`src/rtl/logic_trainer_sequencer.sv`:
```
// logic_trainer_sequencer
//   Self-test / auto-demo controller for the trainer kit's 2-input gate
//   selector. Walks gates 0..6 (AND, OR, NOT(a), NAND, NOR, XOR, XNOR),
//   applies each of the four {a,b} combos for DWELL cycles, samples the
//   selector output into a truth table, and compares each table with the
//   golden one. Reports pass and the first failing gate.
//
// Parameters
//   DWELL  cycles each {gate,combo} is held before sampling (1..2**CNT_W-1)
//   CNT_W  dwell timer width
//
// Ports
//   clk        system clock
//   rst        synchronous active-high reset
//   start      launch a run (sampled only when idle or done)
//   abort      return to idle on the next edge from any state
//   step       manual advance (only with SEQ_MANUAL_STEP_EN)
//   y_i        selector output under test
//   a_o, b_o   selector inputs (combo[1], combo[0])
//   sel_o      selector gate index 0..6
//   busy       high while a run is in progress
//   done       high once the run has finished
//   pass       valid with done: all seven gates matched
//   fail_gate  first mismatching gate, 3'b111 if none
//   tt_o       truth table captured so far for the current gate
//
// Build option
//   SEQ_MANUAL_STEP_EN: SETTLE exits on a rising edge of step instead of
//   on dwell-timer expiry.

module logic_trainer_sequencer #(
    parameter int DWELL = 4,
    parameter int CNT_W = 8
) (
    input  logic       clk,
    input  logic       rst,
    input  logic       start,
    input  logic       abort,
    input  logic       step,
    input  logic       y_i,
    output logic       a_o,
    output logic       b_o,
    output logic [2:0] sel_o,
    output logic       busy,
    output logic       done,
    output logic       pass,
    output logic [2:0] fail_gate,
    output logic [3:0] tt_o
);

    typedef enum logic [2:0] {
        S_IDLE,
        S_SETTLE,
        S_SAMPLE,
        S_CHECK,
        S_DONE
    } state_t;

    localparam logic [CNT_W-1:0] RELOAD = CNT_W'(DWELL - 1);

    state_t           state;
    logic [2:0]       gate;
    logic [1:0]       combo;
    logic [CNT_W-1:0] timer;
    logic             fail;
    logic             settle_exit;
    logic             mismatch;

    // Golden truth tables, bit i = expected y at {a,b} = i.
    function automatic logic [3:0] exp_tt(input logic [2:0] g);
        case (g)
            3'd0:    exp_tt = 4'b1000;  // AND
            3'd1:    exp_tt = 4'b1110;  // OR
            3'd2:    exp_tt = 4'b0011;  // NOT(a)
            3'd3:    exp_tt = 4'b0111;  // NAND
            3'd4:    exp_tt = 4'b0001;  // NOR
            3'd5:    exp_tt = 4'b0110;  // XOR
            3'd6:    exp_tt = 4'b1001;  // XNOR
            default: exp_tt = 4'b0000;
        endcase
    endfunction

`ifdef SEQ_MANUAL_STEP_EN
    logic step_r;
    logic step_rr;

    // step is registered first, then edge-detected against its previous sample.
    always_ff @(posedge clk) begin
        if (rst) begin
            step_r  <= 1'b0;
            step_rr <= 1'b0;
        end else begin
            step_r  <= step;
            step_rr <= step_r;
        end
    end

    assign settle_exit = step_r & ~step_rr;
`else
    logic unused_step;
    assign unused_step = step;
    assign settle_exit = (timer == '0);
`endif

    assign mismatch = (tt_o != exp_tt(gate));

    always_ff @(posedge clk) begin
        if (rst) begin
            state     <= S_IDLE;
            gate      <= '0;
            combo     <= '0;
            timer     <= '0;
            fail      <= 1'b0;
            a_o       <= 1'b0;
            b_o       <= 1'b0;
            sel_o     <= '0;
            busy      <= 1'b0;
            done      <= 1'b0;
            pass      <= 1'b0;
            fail_gate <= 3'b111;
            tt_o      <= '0;
        end else if (abort) begin
            state <= S_IDLE;
            gate  <= '0;
            combo <= '0;
            a_o   <= 1'b0;
            b_o   <= 1'b0;
            sel_o <= '0;
            busy  <= 1'b0;
            done  <= 1'b0;
            pass  <= 1'b0;
            tt_o  <= '0;
        end else begin
            case (state)
                S_IDLE, S_DONE: begin
                    if (start) begin
                        state     <= S_SETTLE;
                        gate      <= '0;
                        combo     <= '0;
                        timer     <= RELOAD;
                        fail      <= 1'b0;
                        a_o       <= 1'b0;
                        b_o       <= 1'b0;
                        sel_o     <= '0;
                        busy      <= 1'b1;
                        done      <= 1'b0;
                        pass      <= 1'b0;
                        fail_gate <= 3'b111;
                        tt_o      <= '0;
                    end
                end
                S_SETTLE: begin
                    if (settle_exit) state <= S_SAMPLE;
                    else             timer <= timer - 1'b1;
                end
                S_SAMPLE: begin
                    tt_o[combo] <= y_i;
                    if (combo == 2'd3) begin
                        state <= S_CHECK;
                    end else begin
                        state        <= S_SETTLE;
                        combo        <= combo + 2'd1;
                        {a_o, b_o}   <= combo + 2'd1;
                        timer        <= RELOAD;
                    end
                end
                S_CHECK: begin
                    if (mismatch && !fail) begin
                        fail      <= 1'b1;
                        fail_gate <= gate;
                    end
                    if (gate == 3'd6) begin
                        // pass uses this cycle's compare as fail is not yet updated
                        state <= S_DONE;
                        busy  <= 1'b0;
                        done  <= 1'b1;
                        pass  <= ~(fail | mismatch);
                    end else begin
                        state <= S_SETTLE;
                        gate  <= gate + 3'd1;
                        sel_o <= gate + 3'd1;
                        combo <= '0;
                        a_o   <= 1'b0;
                        b_o   <= 1'b0;
                        tt_o  <= '0;
                        timer <= RELOAD;
                    end
                end
                default: state <= S_IDLE;
            endcase
        end
    end

endmodule
```
`config.mk`:
```
export PLATFORM = sky130hd
export DESIGN_NAME = logic_trainer_sequencer
export DESIGN_NICKNAME = d
export VERILOG_FILES = /design/src/rtl/logic_trainer_sequencer.sv
export SDC_FILE = /design/constraint.sdc
export NUM_CORES = 1
export LEC_CHECK = 0
export CAP_MARGIN = 20
export CORE_MARGIN = 2
export CORE_UTILIZATION = 45
export DETAILED_ROUTE_END_ITERATION = 7
export PLACE_DENSITY = 0.67
export SETUP_SLACK_MARGIN = 0.4
export SLEW_MARGIN = 5
export SYNTH_ARGS = -nofsm -noshare
export SYNTH_HDL_FRONTEND = slang
export SYNTH_SLANG_ARGS = --single-unit
```
`constraint.sdc`:
```
create_clock -name clk -period 4.3 [get_ports clk]
set_clock_uncertainty 0.05 [all_clocks]
set_input_delay 0.43 -clock clk [delete_from_list [all_inputs] [get_ports clk]]
set_output_delay 0.43 -clock clk [all_outputs]
set_load 0.05 [all_outputs]
```
Yosys cells after proc, flatten, opt, wreduce, memory -nomap -nowiden
Cells that the tools add are included.

Register bits after elaboration: 29. Input bits: 6. Output and inout port bits: 15. Word-level logic and storage cells: 99.

Add/sub/neg operators: 3. Order comparisons: 2. Equal/unequal tests: 19. Muxes and demuxes: 42. Bitwise logic cells: 3. Reductions and logical operators: 18.

Operators with widths (number): 2-to-1 mux 8 bit (4); case mux 8 bit (4 select lines) (1); case mux 4 bit (7 select lines) (1); 2-to-1 mux 3 bit (7); != test 2 bit, second input constant (7); equality test 3 x 2 -> 1 bit, second input constant (4); equality test 3 bit, second input constant (4); case mux 3 bit (2 select lines) (2); case mux 3 bit (4 select lines) (1); case mux 4 bit (3 select lines) (1); 2-to-1 mux 1 bit (10); AND reduction 3 bit (3); logical NOT 8 bit (1); 2-to-1 mux 2 bit (4); 2-to-1 mux 4 bit (2); case mux 1 bit (2 select lines) (4); AND reduction 4 bit (2); subtractor 8 x 1 -> 8 bit, second input constant (1); equality test 3 x 1 -> 1 bit, second input constant (2); logical NOT 3 bit (2); case mux 1 bit (3 select lines) (2); case mux 2 bit (3 select lines) (1); AND reduction 6 bit (1); bitwise mux 4 bit (1); other kinds (16) (19).

Depth between registers and ports, before layout
Depth after elaboration: 7. Mapped depth: 7. Depth with buffers taken out: 7.

Worst setup path after synthesis
No wires, ideal clock.

Kind: register to register. Start: register gate[1]. End: register fail. Setup time: 115 ps. Data arrival time: 2152 ps. Required time: 4135 ps. Slack: 1983 ps. Stages on the path, launching flop included: 7. Buffers on the path: 0. Clock period less this slack: 2317 ps. Path through: dfxtp_1 -> inv_1 -> ha_1 -> or3_1 -> a221oi_1 -> a21oi_1 -> o21a_1.

Word-level cells in the longest chain between the ends: 6. Elaborated cells on any way between the ends: 12. Classes of those cells: eq/ne: 8; mux: 1; reduce/logical: 3.

RTL lines: from (decl) (RTL line 62) `logic [2:0] gate;`; from (signal assigned) (RTL line 180) `gate <= gate + 3'd1;`; equality test 3 bit (tied with other cells) (RTL line 71) `case (g)`; case mux 4 bit (7 select lines) * (RTL line 71); != test 4 bit * (RTL line 105) `assign mismatch = (tt_o != exp_tt(gate));`; logical AND 1 bit * (RTL line 168) `if (mismatch && !fail) begin`; != test 2 bit (no line) *; AND reduction 4 bit (no line) *; to (signal assigned) (RTL line 113) `fail <= 1'b0;`; to (signal assigned) (RTL line 141) `fail <= 1'b0;`; to (signal assigned) (RTL line 169) `fail <= 1'b1;`; to (decl) (RTL line 65) `logic fail;`.

Every way passes the cells marked *; elsewhere a longest branch is shown, timed or not. A chain may end at the register's enable or synchronous reset.

Worst setup path after layout
Ends and elaborated chain as after synthesis.

==> flow_metrics.tcl <==
set metrics [dict create \
    cts.htree.levels 1 \
    wl_met3_um 97 \
    synth.area.mux_share 0.0265 \
    cts_tree "yes" \
    pre_cts_ws_ns 1.73 \
    route.vias.total 1330 \
    r2r_cells 6 \
    ant_nets 0 \
    peakVddDrop_mv 0.155 \
    synth_seq_cells 27 \
    cp_num_buf_inv 1 \
    synth-adder-area-share 0.0802 \
    synth_seq_area_share 0.346 \
    die_x_um 62.9 \
    grt_pass1_wl_um 5670 \
    cp_num_cells 6 \
    hold_buffers 0 \
    cpPeakStageDelay_ns 0.53 \
    synth_top_family_by_area "simple AND/OR/NAND/NOR gates" \
    whs_path_depth 2 \
    place_congestion 0.744 \
    placementRows 21 \
    synth_compound_area_frac 0.206 \
    antenna_found_initial 0 \
    die_area_um2 3950 \
    period_needed_ns 2.30 \
    routed_wl_um 3240 \
    crit_type "flip-flop to flip-flop" \
    post-route-period-util 0.534 \
    synthCells 183 \
    routedWlPerCell_um 13.1 \
    drc_errors 0 \
    cts_resized 0 \
    cp_max_fo 8 \
    place_inst 243 \
    met1_length_um 1670 \
    vias_per_cell 5.38 \
    hold_slack_ns 0.421 \
    instances_no_fill 247 \
    io_pins 21 \
    yosysTopAreaCell "dfxtp_1" \
    insertedDiodeCount 0 \
    setup_viol 0 \
    cap_viol_max_count 0 \
    synth.top_cell.area_share 0.346 \
    start_kind "flip-flop" \
    synth_commonest_cells "dfxtp_1 (27), a21oi_1 (19), nor2_1 (15)" \
    top_layer_used "met4" \
    core_um2 3340 \
    cp_cell_sequence "inv_1 -> ha_1 -> or3_1 -> a221oi_1 -> a21oi_1 -> o21a_1" \
    ys_async_sr_fraction 0 \
    cts_root_buffer "clkbuf_4" \
    fin_tns_setup_ns 0 \
    max_freq_mhz 436 \
    clk_latency_ns 0.32 \
    drt_iter0_drc 96 \
    report.final.hold_viol_count 0 \
    status "completed" \
    synth_ff_type "dfxtp_1" \
    firstDrtPassIters 4 \
    p_per_area_nw_per_um2 259 \
    endpoint_kind "flip-flop" \
    yosysWarnings 0 \
    grt_max_degree 15 \
    worst_slew_pin_slew_ns 0.617 \
    slew_headroom 0.584 \
    worst_slack_ns 2.00 \
    synth_cell_types 44 \
    p_leak_uw 0.000618 \
    arrival_ns 2.47 \
    port-buffer-count 19 \
    finalMaxSlewViolations 0 \
    met2_length_um 1460 \
    post_cts_buffers 0 \
    synth_nets 199 \
    start_util 0.468 \
    power_uw 466 \
    grt.total_usage 0.174 \
    numCtsBuffers 3 \
    die_y_um 62.9 \
    areaGrowthSynthToFinish_pct 15.4 \
    yosys.cell_count.top_type "dfxtp_1" \
    crit_family "compound AO/OA/AOI/OAI gates" \
    syn-cell-area_um2 1560 \
    cp_slowest_cell "a221oi_1" \
    cts.clk_slew.worst_paths_ns 0.13 \
    yosys-top-cells-area "dfxtp_1 (35%), ha_1 (8.0%), a21oi_1 (6.1%), nor2_1 (3.6%), o21ai_0 (3.5%)" \
    clock-sinks 27 \
    rsz0062_at_grt "no" \
    synth_edf_count 0 \
    hpwl_um 2490 \
    clockBufferDepth 2 \
    overflow 0 \
    drive_gt1_frac 0.0697 \
    synth_area_per_cell_um2 8.53 \
    crit_required_ns 4.47 \
    synthSimpleGateAreaFrac 0.281 \
    grt_pass1_vias 1258 \
    synthXorXnorAreaFrac 0.0168 \
    hp-class "flip-flop to flip-flop" \
    final_nets 218 \
]
power by group:
group / internal [uW] / switching [uW]
Clock: 36.3 / 70.7
Combinational: 36.6 / 51.9
Sequential: 260 / 10.5
Total: 333 / 133
state kept, by name (all words and copies together), names as in the netlist:
name,cells
timer,8
tt_o,4
fail_gate,3
gate,3
state,3
combo,2
busy,1
done,1
fail,1
pass,1
worst reg2reg max path, stage by stage, from the launching register on:
cell and delay [ns]:
dfxtp_1 0.48, inv_1 0.14, ha_1 0.23, or3_1 0.35
a221oi_1 0.53, a21oi_1 0.21, o21a_1 0.22
final timing paths:
check                  startpoint           endpoint  slack (ns)
max reg2reg  gate[1]$_SDFFE_PP0P_  fail$_SDFFE_PP0P_        2.00
min             done$_SDFFE_PP0P_  done$_SDFFE_PP0P_        0.42
max          gate[1]$_SDFFE_PP0P_  fail$_SDFFE_PP0P_        2.00
min reg2reg     done$_SDFFE_PP0P_  done$_SDFFE_PP0P_        0.42
kinds of logic after synthesis:
logic type,Yosys count
flops,27
mux,4
xor+xnor,3
fa+ha+maj,10
buf+inv,14
simple gates,75
compound gates,50
routing by layer:
metal	vias up	global-route usage
met5	-	0
met4	0	0.0500
met3	2	0.0252
met2	17	0.279
met1	610	0.243
li1	701	-
placed cells by master, fill, tap and decap left out, types with 4 or more instances in the layout:
master	synthesis	final
or3_1	5	5
nand2_1	10	10
or4_1	4	4
nor2b_1	6	6
nor3_1	10	10
ha_1	10	10
nand2b_1	4	4
inv_1	9	9
dfxtp_1	27	27
clkdlybuf4s50_1	0	19
nor2_1	15	15
o21ai_0	11	11
a21oi_1	19	19
stage by stage:
step	cell area, um^2	utilization
after CTS	1800	0.540
after floorplan	1560	-
after global routing	1800	0.540
after global placement	1770	0.532
after detailed placement	1770	0.532
final	1800	0.540
area by class of cell:
class                      count  area [um^2]
tap                           46         57.6
timing repair buffer          19          190
clock buffer                   4         26.3
multi-input combinational    142          952
fill                         332         1540
sequential                    27          541
inverter                       9         33.8
Note: power is estimated with default switching activity, not from simulation.
